<file path="src/rtl/rv_dmem_ctrl_if.sv">
// Data-bus interface between the memory-access controller and the data memory.
// The controller is the master: it issues requests and receives read responses.
interface rv_dmem_ctrl_if;
    logic        bus_req_valid;
    logic        bus_req_ready;
    logic        bus_req_wr;
    logic [31:0] bus_req_addr;
    logic [31:0] bus_req_wdata;
    logic [3:0]  bus_req_be;
    logic        bus_rsp_valid;
    logic [31:0] bus_rsp_rdata;

    modport master (
        output bus_req_valid, bus_req_wr, bus_req_addr, bus_req_wdata, bus_req_be,
        input  bus_req_ready, bus_rsp_valid, bus_rsp_rdata
    );

    modport slave (
        input  bus_req_valid, bus_req_wr, bus_req_addr, bus_req_wdata, bus_req_be,
        output bus_req_ready, bus_rsp_valid, bus_rsp_rdata
    );
endinterface

</file>
<file path="src/rtl/rv_dmem_ctrl.sv">
// Data-memory access controller: one load/store per transaction from the core,
// byte-lane stores, sign/zero-extended loads, misalignment and timeout reporting.
module rv_dmem_ctrl #(
    parameter int          TIMEOUT_CYCLES = 64,
    parameter logic [31:0] ERR_RD_DATA    = 32'hDEAD_BEEF
) (
    input  logic               clk,
    input  logic               rst,
    input  logic               core_req_valid,
    input  logic               core_req_wr,
    input  logic [31:0]        core_req_addr,
    input  logic [31:0]        core_req_wr_data,
    input  logic [1:0]         core_req_size,
    input  logic               core_req_unsigned,
    output logic               core_ready,
    output logic [31:0]        core_rd_data,
    output logic               core_misaligned,
    output logic               err_timeout,
    rv_dmem_ctrl_if.master     bus
);

    localparam logic [1:0] ST_IDLE     = 2'd0;
    localparam logic [1:0] ST_WAIT_ACC = 2'd1;
    localparam logic [1:0] ST_WAIT_RSP = 2'd2;
    localparam logic [1:0] ST_DONE     = 2'd3;

    // Counter only needs to reach TIMEOUT_CYCLES; with the timeout disabled it may wrap freely.
    localparam int            CW     = (TIMEOUT_CYCLES > 1) ? $clog2(TIMEOUT_CYCLES + 1) : 1;
    localparam logic [CW-1:0] TO_LIM = CW'(TIMEOUT_CYCLES);

    logic [1:0]    state_q, state_d;
    logic          valid_q, valid_d;
    logic          wr_q, wr_d;
    logic [31:0]   addr_q, addr_d;
    logic [1:0]    size_q, size_d;
    logic          uns_q, uns_d;
    logic [31:0]   wdata_q, wdata_d;
    logic [3:0]    be_q, be_d;
    logic [31:0]   rdata_q, rdata_d;
    logic [CW-1:0] cnt_q, cnt_d;
    logic          err_q, err_d;
    logic          mis_s;

    function automatic logic [3:0] lane_be(input logic [1:0] sz, input logic [1:0] off);
        logic [3:0] r;
        case (sz)
            2'b00:   r = 4'b0001 << off;
            2'b01:   r = 4'b0011 << off;
            default: r = 4'b1111;
        endcase
        return r;
    endfunction

    function automatic logic [31:0] lane_wdata(input logic [1:0] sz, input logic [31:0] d);
        logic [31:0] r;
        case (sz)
            2'b00:   r = {4{d[7:0]}};
            2'b01:   r = {2{d[15:0]}};
            default: r = d;
        endcase
        return r;
    endfunction

    function automatic logic [31:0] load_ext(input logic [31:0] w, input logic [1:0] off,
                                             input logic [1:0] sz, input logic uns);
        logic [7:0]  b;
        logic [15:0] h;
        logic [31:0] r;
        case (off)
            2'b00:   b = w[7:0];
            2'b01:   b = w[15:8];
            2'b10:   b = w[23:16];
            default: b = w[31:24];
        endcase
        h = off[1] ? w[31:16] : w[15:0];
        case (sz)
            2'b00:   r = {{24{b[7] & ~uns}}, b};
            2'b01:   r = {{16{h[15] & ~uns}}, h};
            default: r = w;
        endcase
        return r;
    endfunction

    // Half on an odd byte or word off a word boundary cannot be issued to the bus.
    assign mis_s = ((core_req_size == 2'b01) && core_req_addr[0]) ||
                   (core_req_size[1] && (core_req_addr[1:0] != 2'b00));

    // Next-state logic: request latch, bus handshake, response capture and timeout.
    always_comb begin
        state_d = state_q;
        valid_d = valid_q;
        wr_d    = wr_q;
        addr_d  = addr_q;
        size_d  = size_q;
        uns_d   = uns_q;
        wdata_d = wdata_q;
        be_d    = be_q;
        rdata_d = rdata_q;
        cnt_d   = cnt_q;
        err_d   = err_q;
        case (state_q)
            ST_IDLE: begin
                if (core_req_valid && !mis_s) begin
                    wr_d    = core_req_wr;
                    addr_d  = core_req_addr;
                    size_d  = core_req_size;
                    uns_d   = core_req_unsigned;
                    wdata_d = core_req_wr ? lane_wdata(core_req_size, core_req_wr_data) : 32'h0000_0000;
                    be_d    = core_req_wr ? lane_be(core_req_size, core_req_addr[1:0]) : 4'b0000;
                    valid_d = 1'b1;
                    state_d = ST_WAIT_ACC;
                end else begin
                    state_d = ST_IDLE;
                end
            end
            ST_WAIT_ACC: begin
                if (bus.bus_req_ready) begin
                    valid_d = 1'b0;
                    if (wr_q) begin
                        state_d = ST_DONE;
                    end else begin
                        cnt_d   = {CW{1'b0}};
                        state_d = ST_WAIT_RSP;
                    end
                end else begin
                    state_d = ST_WAIT_ACC;
                end
            end
            ST_WAIT_RSP: begin
                // A response in the limit cycle takes priority over the timeout.
                if (bus.bus_rsp_valid) begin
                    rdata_d = load_ext(bus.bus_rsp_rdata, addr_q[1:0], size_q, uns_q);
                    state_d = ST_DONE;
                end else if ((TIMEOUT_CYCLES != 0) && (cnt_q == TO_LIM)) begin
                    rdata_d = ERR_RD_DATA;
                    err_d   = 1'b1;
                    state_d = ST_DONE;
                end else begin
                    cnt_d = cnt_q + CW'(1);
                end
            end
            ST_DONE: begin
                state_d = ST_IDLE;
            end
            default: begin
                state_d = ST_IDLE;
            end
        endcase
    end

    // State and datapath registers; reset abandons any transaction in flight.
    always_ff @(posedge clk or posedge rst) begin
        if (rst) begin
            state_q <= ST_IDLE;
            valid_q <= 1'b0;
            wr_q    <= 1'b0;
            addr_q  <= 32'h0000_0000;
            size_q  <= 2'b00;
            uns_q   <= 1'b0;
            wdata_q <= 32'h0000_0000;
            be_q    <= 4'b0000;
            rdata_q <= 32'h0000_0000;
            cnt_q   <= {CW{1'b0}};
            err_q   <= 1'b0;
        end else begin
            state_q <= state_d;
            valid_q <= valid_d;
            wr_q    <= wr_d;
            addr_q  <= addr_d;
            size_q  <= size_d;
            uns_q   <= uns_d;
            wdata_q <= wdata_d;
            be_q    <= be_d;
            rdata_q <= rdata_d;
            cnt_q   <= cnt_d;
            err_q   <= err_d;
        end
    end

    // Core-side handshake: combinational only in IDLE, otherwise from the state register.
    always_comb begin
        core_ready      = 1'b0;
        core_rd_data    = 32'h0000_0000;
        core_misaligned = 1'b0;
        case (state_q)
            ST_IDLE: begin
                core_ready      = !core_req_valid || mis_s;
                core_misaligned = core_req_valid && mis_s;
            end
            ST_DONE: begin
                core_ready   = 1'b1;
                core_rd_data = rdata_q;
            end
            default: begin
                core_ready = 1'b0;
            end
        endcase
    end

    assign bus.bus_req_valid = valid_q;
    assign bus.bus_req_wr    = wr_q;
    assign bus.bus_req_addr  = {addr_q[31:2], 2'b00};
    assign bus.bus_req_wdata = wdata_q;
    assign bus.bus_req_be    = be_q;
    assign err_timeout       = err_q;

endmodule

</file>
<file path="src/flat_wrapper.sv">
// flat-port wrapper written by rule: the top's interface ports become plain ports
module rv_dmem_ctrl_flat 
#(
    parameter int          TIMEOUT_CYCLES = 64,
    parameter logic [31:0] ERR_RD_DATA    = 32'hDEAD_BEEF
)
  (clk, rst, core_req_valid, core_req_wr, core_req_addr, core_req_wr_data, core_req_size, core_req_unsigned, core_ready, core_rd_data, core_misaligned, err_timeout, bus_bus_req_valid, bus_bus_req_wr, bus_bus_req_addr, bus_bus_req_wdata, bus_bus_req_be, bus_bus_req_ready, bus_bus_rsp_valid, bus_bus_rsp_rdata);
  rv_dmem_ctrl_if bus_i ();
  input  logic clk;
  input  logic rst;
  input  logic core_req_valid;
  input  logic core_req_wr;
  input  logic [31:0] core_req_addr;
  input  logic [31:0] core_req_wr_data;
  input  logic [1:0] core_req_size;
  input  logic core_req_unsigned;
  output logic core_ready;
  output logic [31:0] core_rd_data;
  output logic core_misaligned;
  output logic err_timeout;
  output wire logic [$bits(bus_i.bus_req_valid)-1:0] bus_bus_req_valid;
  output wire logic [$bits(bus_i.bus_req_wr)-1:0] bus_bus_req_wr;
  output wire logic [$bits(bus_i.bus_req_addr)-1:0] bus_bus_req_addr;
  output wire logic [$bits(bus_i.bus_req_wdata)-1:0] bus_bus_req_wdata;
  output wire logic [$bits(bus_i.bus_req_be)-1:0] bus_bus_req_be;
  input wire logic [$bits(bus_i.bus_req_ready)-1:0] bus_bus_req_ready;
  input wire logic [$bits(bus_i.bus_rsp_valid)-1:0] bus_bus_rsp_valid;
  input wire logic [$bits(bus_i.bus_rsp_rdata)-1:0] bus_bus_rsp_rdata;
  assign bus_bus_req_valid = bus_i.bus_req_valid;
  assign bus_bus_req_wr = bus_i.bus_req_wr;
  assign bus_bus_req_addr = bus_i.bus_req_addr;
  assign bus_bus_req_wdata = bus_i.bus_req_wdata;
  assign bus_bus_req_be = bus_i.bus_req_be;
  assign bus_i.bus_req_ready = bus_bus_req_ready;
  assign bus_i.bus_rsp_valid = bus_bus_rsp_valid;
  assign bus_i.bus_rsp_rdata = bus_bus_rsp_rdata;
  rv_dmem_ctrl #(.TIMEOUT_CYCLES(TIMEOUT_CYCLES), .ERR_RD_DATA(ERR_RD_DATA)) u_core (.clk(clk), .rst(rst), .core_req_valid(core_req_valid), .core_req_wr(core_req_wr), .core_req_addr(core_req_addr), .core_req_wr_data(core_req_wr_data), .core_req_size(core_req_size), .core_req_unsigned(core_req_unsigned), .core_ready(core_ready), .core_rd_data(core_rd_data), .core_misaligned(core_misaligned), .err_timeout(err_timeout), .bus(bus_i));
endmodule
</file>
<file path="config.mk">
export PLATFORM = sky130hd
export DESIGN_NAME = rv_dmem_ctrl_flat
export DESIGN_NICKNAME = d
export VERILOG_FILES = /design/src/rtl/rv_dmem_ctrl_if.sv /design/src/rtl/rv_dmem_ctrl.sv /design/src/flat_wrapper.sv
export SDC_FILE = /design/constraint.sdc
export NUM_CORES = 1
export LEC_CHECK = 0
export BUFFER_PORTS_ARGS = -buffer_cell sky130_fd_sc_hd__buf_2
export CORE_ASPECT_RATIO = 1.4
export CORE_MARGIN = 4
export CORE_UTILIZATION = 46
export CTS_CLUSTER_SIZE = 12
export DETAILED_ROUTE_END_ITERATION = 10
export PLACE_DENSITY = 0.78
export SLEW_MARGIN = 40
export SYNTH_ARGS = -nofsm -noshare
export SYNTH_HDL_FRONTEND = slang
export SYNTH_SLANG_ARGS = --single-unit
</file>
<file path="constraint.sdc">
create_clock -name clk -period 3.9 [get_ports clk]
set_input_delay 0.78 -clock clk [delete_from_list [all_inputs] [get_ports clk]]
set_output_delay 0.78 -clock clk [all_outputs]
set_load 0.02 [all_outputs]
</file>
==> impl_metrics.env, run 1 <==
export IMPL_cts_root_buf="clkbuf_16"
export IMPL_fin_crit_ns=2.78
export IMPL_wl_met2_mm=8.29
export IMPL_cts_buffers=17
export IMPL_start_util=0.466
export IMPL_diodes=0
export IMPL_critPathMaxStageDelay_ns=0.31
export IMPL_min_period_over_period=0.714
export IMPL_area_growth_syn_to_layout_pct=25.9
export IMPL_min_delay_path_class="register to register"
export IMPL_wl_met3_um=981
export IMPL_pin_count=210
export IMPL_drt_pass1_iter_count=4
export IMPL_ys_ff_latch=115
export IMPL_cts_tree="built"
export IMPL_drt_iter0_markers=169
export IMPL_async_flop_share=1.00
export IMPL_routed_wl_mm=15.8
export IMPL_grt_pass1_wl_mm=25.3
export IMPL_clockBufferDepth=2
export IMPL_r2r_end="u_core.cnt_q[3]$_DFFE_PP0P_"
export IMPL_maxCapViolations=0
export IMPL_worst_pin_slew_ns=0.826
export IMPL_grt_pass1_vias=5114
export IMPL_ys_types=52
export IMPL_crit_chain="buf_2 > nor2_1 > o21ai_0 > a21oi_1 > nor2_1 > buf_2"
export IMPL_cp_startpoint="core_req_size[0]"
export IMPL_rsz0062_at_grt="false"
export IMPL_place_port_buffers=207
export IMPL_min_from="u_core.err_timeout$_DFFE_PP0P_"
export IMPL_num_vias=5031
export IMPL_cts_resized_gates=0
export IMPL_final_common_cell="buf_2"
export IMPL_ant_nets=0
export IMPL_reg2reg_slack_ns=1.36
export IMPL_yosysSeqAreaShare=0.482
export IMPL_clock_latency_ns=0.41
export IMPL_setup_tns_ns=0
export IMPL_fin_util=0.587
export IMPL_clock_skew_final_ns=0.00720
export IMPL_drc=0
export IMPL_max_slew_margin=0.447
export IMPL_place_ws_ns=1.12
export IMPL_reg2reg_from="u_core.state_q[0]$_DFFE_PP0P_"
export IMPL_cts_setup_buffers=0
export IMPL_netlist_instances=606
export IMPL_worstPathRequired_ns=3.12
export IMPL_worstHoldPathCells=1
export IMPL_fp_dieW_um=104
export IMPL_setup_ws_ns=1.12
export IMPL_layout_common_cells="buf_2, dfrtp_1, nand2_1"
export IMPL_vias_per_cell=5.37
export IMPL_die_h_um=143
export IMPL_cp_max_fo=12
export IMPL_drv_slew=0
export IMPL_drt_wirelength_per_cell_um=16.9
export IMPL_critPathCaptureType="output port"
export IMPL_synth_edf_count=0
export IMPL_highest_layer="met4"
export IMPL_power_density_nw_per_um2=783
export IMPL_hold_slack_ns=0.465
export IMPL_finalSetupViolCount=0
export IMPL_core_um2=12800
export IMPL_final_nets=882
export IMPL_gp_congestion=0.844
export IMPL_clkSlewWorstSetupHoldPaths_ns=0.05
export IMPL_yosysWarnings=0
export IMPL_worstHoldEndpoint="u_core.err_timeout$_DFFE_PP0P_"
export IMPL_ys_flop_type="dfrtp_1"
export IMPL_slowest_stage="o21ai_0"
export IMPL_reg2regPathDepth=6
export IMPL_grt_overflow_total=0
export IMPL_status="complete, no violations"
export IMPL_crit_buf_inv=2
export IMPL_htreeDepth=4
export IMPL_hold_viol=0
export IMPL_startpoint_type="input pin"
export IMPL_grt_max_degree=65
export IMPL_netlist_area_um2=5980
export IMPL_die_area_um2=14900
export IMPL_critical_path_class="input pin to output port"
export IMPL_worstPathArrival_ns=2.00
export IMPL_wl_met1_mm=6.24
export IMPL_detailed_place_hpwl_mm=11.8
export IMPL_rows=49
export IMPL_grtUsageTotal=0.212
export IMPL_cts_hold_fix_buffers=0
export IMPL_p_leak_nw=3.76
export IMPL_vdd_drop_max_mv=0.373
export IMPL_syn_area_per_cell_um2=9.86
export IMPL_critPathTopFamily="buffers and inverters"
export IMPL_antenna_found_initial=0
export IMPL_cts_sinks=115
export IMPL_drive_gt1_frac=0.375
export IMPL_fmax_ghz=0.359
-- registers in the layout, summed over array words and instances, names as in the netlist, named ones only --
name / count
u_core.bus.bus_req_be: 4
u_core.state_q: 1
u_core.err_timeout: 1
u_core.addr_q: 32
u_core.cnt_q: 7
u_core.size_q: 2
u_core.bus.bus_req_valid: 1
u_core.bus.bus_req_wdata: 32
u_core.rdata_q: 32
u_core.uns_q: 1
u_core.bus.bus_req_wr: 1
-- power breakdown --
group	internal (W)	switching, W	leakage (nW)
registers	0.00172	0.000323	1.41
logic	0.000861	0.00132	2.05
clock network	0.00109	0.000578	0.300
-- area by class of cell --
| type | instances | area [um2] |
|---|---|---|
| clock buffer | 18 | 439 |
| clock inverter | 14 | 203 |
| fill | 1136 | 5290 |
| inverter | 12 | 47.5 |
| multi-input combinational | 410 | 2650 |
| sequential | 115 | 2880 |
| tap | 153 | 191 |
| timing repair buffer | 215 | 1120 |
-- worst register-to-register path, delay by kind of cell (launching register included) --
kind / cells / cell delay (ns)
adder cells (fa/ha/maj): 1 / 0.31
flip-flops: 1 / 0.40
AO/OA/AOI/OAI: 2 / 0.54
AND/OR/NAND/NOR: 2 / 1.14
buffers and inverters: 1 / 0.08
-- synth_stat cells, drive strengths merged (11+ instances only) --
master  number  area [um2]
and2        32         200
buf         50         350
a21oi       33         165
dfrtp      115        2880
clkbuf      20        75.1
o21ai       41         216
nand2       97         364
mux2i       30         300
nor2        30         113
o31ai       20         150
mux2        34         383
inv         11        41.3
-- cells by family after synthesis --
family                   Yosys count  share of synthesized area
AO/OA/AOI/OAI                    140                      0.156
adder cells (fa/ha/maj)            6                     0.0126
buffers and inverters             82                     0.0787
flip-flops                       115                      0.482
multiplexers                      64                      0.114
other                              1                   0.000628
AND/OR/NAND/NOR                  198                      0.156
-- through the flow --
step	power [W]	instances	area [um2]
after global placement	0.00419	905	6880
after detailed placement	0.00426	905	6880
after CTS	0.00595	937	7520
after global routing	0.00627	937	7520
after floorplan	0.00372	607	5980
final	0.00590	937	7520
-- layer usage --
| metal | vias to the layer above | global-route usage |
|---|---|---|
| met4 | 0 | 0.0728 |
| met2 | 196 | 0.378 |
| met3 | 28 | 0.0552 |
| met1 | 2394 | 0.247 |
| met5 | - | 0 |
| li1 | 2413 | - |
-- how the worst max path moves through the flow --
stage	to	slack [ns]	cells past startpoint
final	core_ready	1.12	6
after global placement	core_ready	1.12	6
after CTS	core_ready	1.08	4
after global routing	core_ready	1.03	6
after detailed placement	core_ready	1.12	6
after floorplan	asynchronous set/reset pin	0.08	1
Note: power is estimated with default switching activity, not from simulation.
==> run 2, diff against run 1 <==
==> constraint.sdc (replaced) <==
create_clock -name clk -period 2.5 [get_ports clk]
set_input_delay 0.5 -clock clk [delete_from_list [all_inputs] [get_ports clk]]
set_output_delay 0.5 -clock clk [all_outputs]
set_load 0.02 [all_outputs]
==> run 2 against run 1 <==
Flip-flop and latch count is the same. Sequential share of layout area shrank 0.41 points. Total power grew 56%. Critical path depth shrank 1. Wire length shrank 0.53%. Register-to-register slack lost 0.98 ns. Highest routed layer unchanged.
==> impl_metrics.env, run 2 (synthesis results as in run 1) <==
export IMPL_rsz0062_at_grt="false"
export IMPL_wl_met2_mm=8.04
export IMPL_grt_pass1_wl_mm=25.4
export IMPL_cts_buffers=17
export IMPL_power_density_nw_per_um2=1210
export IMPL_routed_wl_mm=15.8
export IMPL_layout_common_cells="buf_2, dfrtp_1, nand2_1"
export IMPL_detailed_place_hpwl_mm=12.1
export IMPL_cts_setup_buffers=0
export IMPL_p_leak_nw=3.81
export IMPL_cts_root_buf="clkbuf_16"
export IMPL_status="complete, no violations"
export IMPL_setup_tns_ns=0
export IMPL_hold_viol=0
export IMPL_clkSlewWorstSetupHoldPaths_ns=0.06
export IMPL_num_vias=5076
export IMPL_grt_overflow_total=0
export IMPL_gp_congestion=0.851
export IMPL_grt_pass1_vias=5063
export IMPL_maxCapViolations=0
export IMPL_critPathCaptureType="output port"
export IMPL_wl_met3_mm=1.17
export IMPL_drt_pass1_iter_count=5
export IMPL_drt_wirelength_per_cell_um=16.7
export IMPL_cts_sinks=115
export IMPL_drt_iter0_markers=210
export IMPL_wl_met1_mm=6.18
export IMPL_rows=49
export IMPL_final_nets=890
export IMPL_drive_gt1_frac=0.379
export IMPL_core_um2=12800
export IMPL_clock_latency_ns=0.41
export IMPL_min_delay_path_class="input pin to asynchronous set/reset pin"
export IMPL_place_port_buffers=207
export IMPL_grt_max_degree=58
export IMPL_final_common_cell="buf_2"
export IMPL_grtUsageTotal=0.214
export IMPL_diodes=0
export IMPL_clockBufferDepth=2
export IMPL_cts_resized_gates=0
export IMPL_critical_path_class="register to output port"
export IMPL_die_area_um2=14900
export IMPL_vdd_drop_max_mv=0.661
export IMPL_worst_pin_slew_ns=0.604
export IMPL_die_h_um=143
export IMPL_highest_layer="met4"
export IMPL_finalSetupViolCount=0
export IMPL_htreeDepth=4
export IMPL_fmax_ghz=0.453
export IMPL_worstPathRequired_ns=2.00
export IMPL_min_period_over_period=0.884
export IMPL_cp_max_fo=5
export IMPL_clock_skew_final_ns=0.0153
export IMPL_fin_crit_ns=2.21
export IMPL_start_util=0.466
export IMPL_total_power_w=0.00919
export IMPL_cts_tree="built"
export IMPL_fp_dieW_um=104
export IMPL_max_slew_margin=0.596
export IMPL_drv_slew=0
export IMPL_drc=0
export IMPL_antenna_found_initial=0
export IMPL_cts_hold_fix_buffers=0
export IMPL_startpoint_type="register"
export IMPL_area_growth_syn_to_layout_pct=27.3
export IMPL_worstPathArrival_ns=1.71
export IMPL_vias_per_cell=5.37
export IMPL_pin_count=210
export IMPL_ant_nets=0
[run 2: cell count changes in the layout (fill, tap and decap cells not counted)]
cell	before	now
clkinv_2	0	3
clkbuf_1	0	1
buf_12	2	5
buf_4	6	11
inv_6	3	0
inv_4	1	0
ha_2	1	0
ha_1	5	6
[run 2: worst max-delay path, stage by stage (launching register included)]
cell     delay (ns)
dfrtp_1        0.42
inv_1          0.10
ha_1           0.24
nand2_1        0.13
nor3_1         0.21
buf_2          0.21
[run 2: routing by layer]
layer  track usage  vias up
met3        0.0583       31
met4        0.0875        0
met1         0.250     2398
met5             0        -
met2         0.374      215
li1              -     2432
[run 2: path summary, 6_finish.rpt]
check | from | end | slack (ns) | depth (start not counted)
min in group clk | core_req_addr[29] | u_core.addr_q[29]$_DFFE_PP0P_ | 0.32 | 2
max in group asynchronous | rst | u_core.bus.bus_req_wdata[26]$_DFFE_PP0P_ | 1.76 | 3
hold reg to reg | u_core.err_timeout$_DFFE_PP0P_ | u_core.err_timeout$_DFFE_PP0P_ | 0.46 | 1
setup / recovery | u_core.state_q[0]$_DFFE_PP0P_ | core_misaligned | 0.29 | 5
setup reg to reg | u_core.state_q[0]$_DFFE_PP0P_ | u_core.rdata_q[27]$_DFFE_PP0P_ | 0.38 | 7
hold / removal | rst | u_core.addr_q[20]$_DFFE_PP0P_ | 0.16 | 2
[run 2: through the flow]
step | hold WS [ns] | cell area [um2] | util | std cells | worst slack, ns
5_1_grt | 0.189 | 7610 | 0.594 | 945 | 0.179
6_report | 0.159 | 7610 | 0.594 | 945 | 0.291
3_3_place_gp | 0.456 | 6980 | 0.545 | 913 | 0.449
3_5_place_dp | 0.456 | 6980 | 0.545 | 913 | 0.385
4_1_cts | 0.162 | 7610 | 0.594 | 945 | 0.280
2_1_floorplan | 0.441 | 5980 | - | 607 | 0.508
[run 2: layout make-up]
class,count,area [um2]
clock buffers,19,443
clock inverters,13,184
fillers,1124,5210
inverters,12,48.8
multi-input cells,410,2640
flip-flops and latches,115,2880
well taps,153,191
repair buffers,223,1220
[run 2: power breakdown]
part	internal, W	total, W	switching (W)
logic	0.00138	0.00345	0.00207
registers	0.00269	0.00319	0.000498
clock network	0.00169	0.00256	0.000866
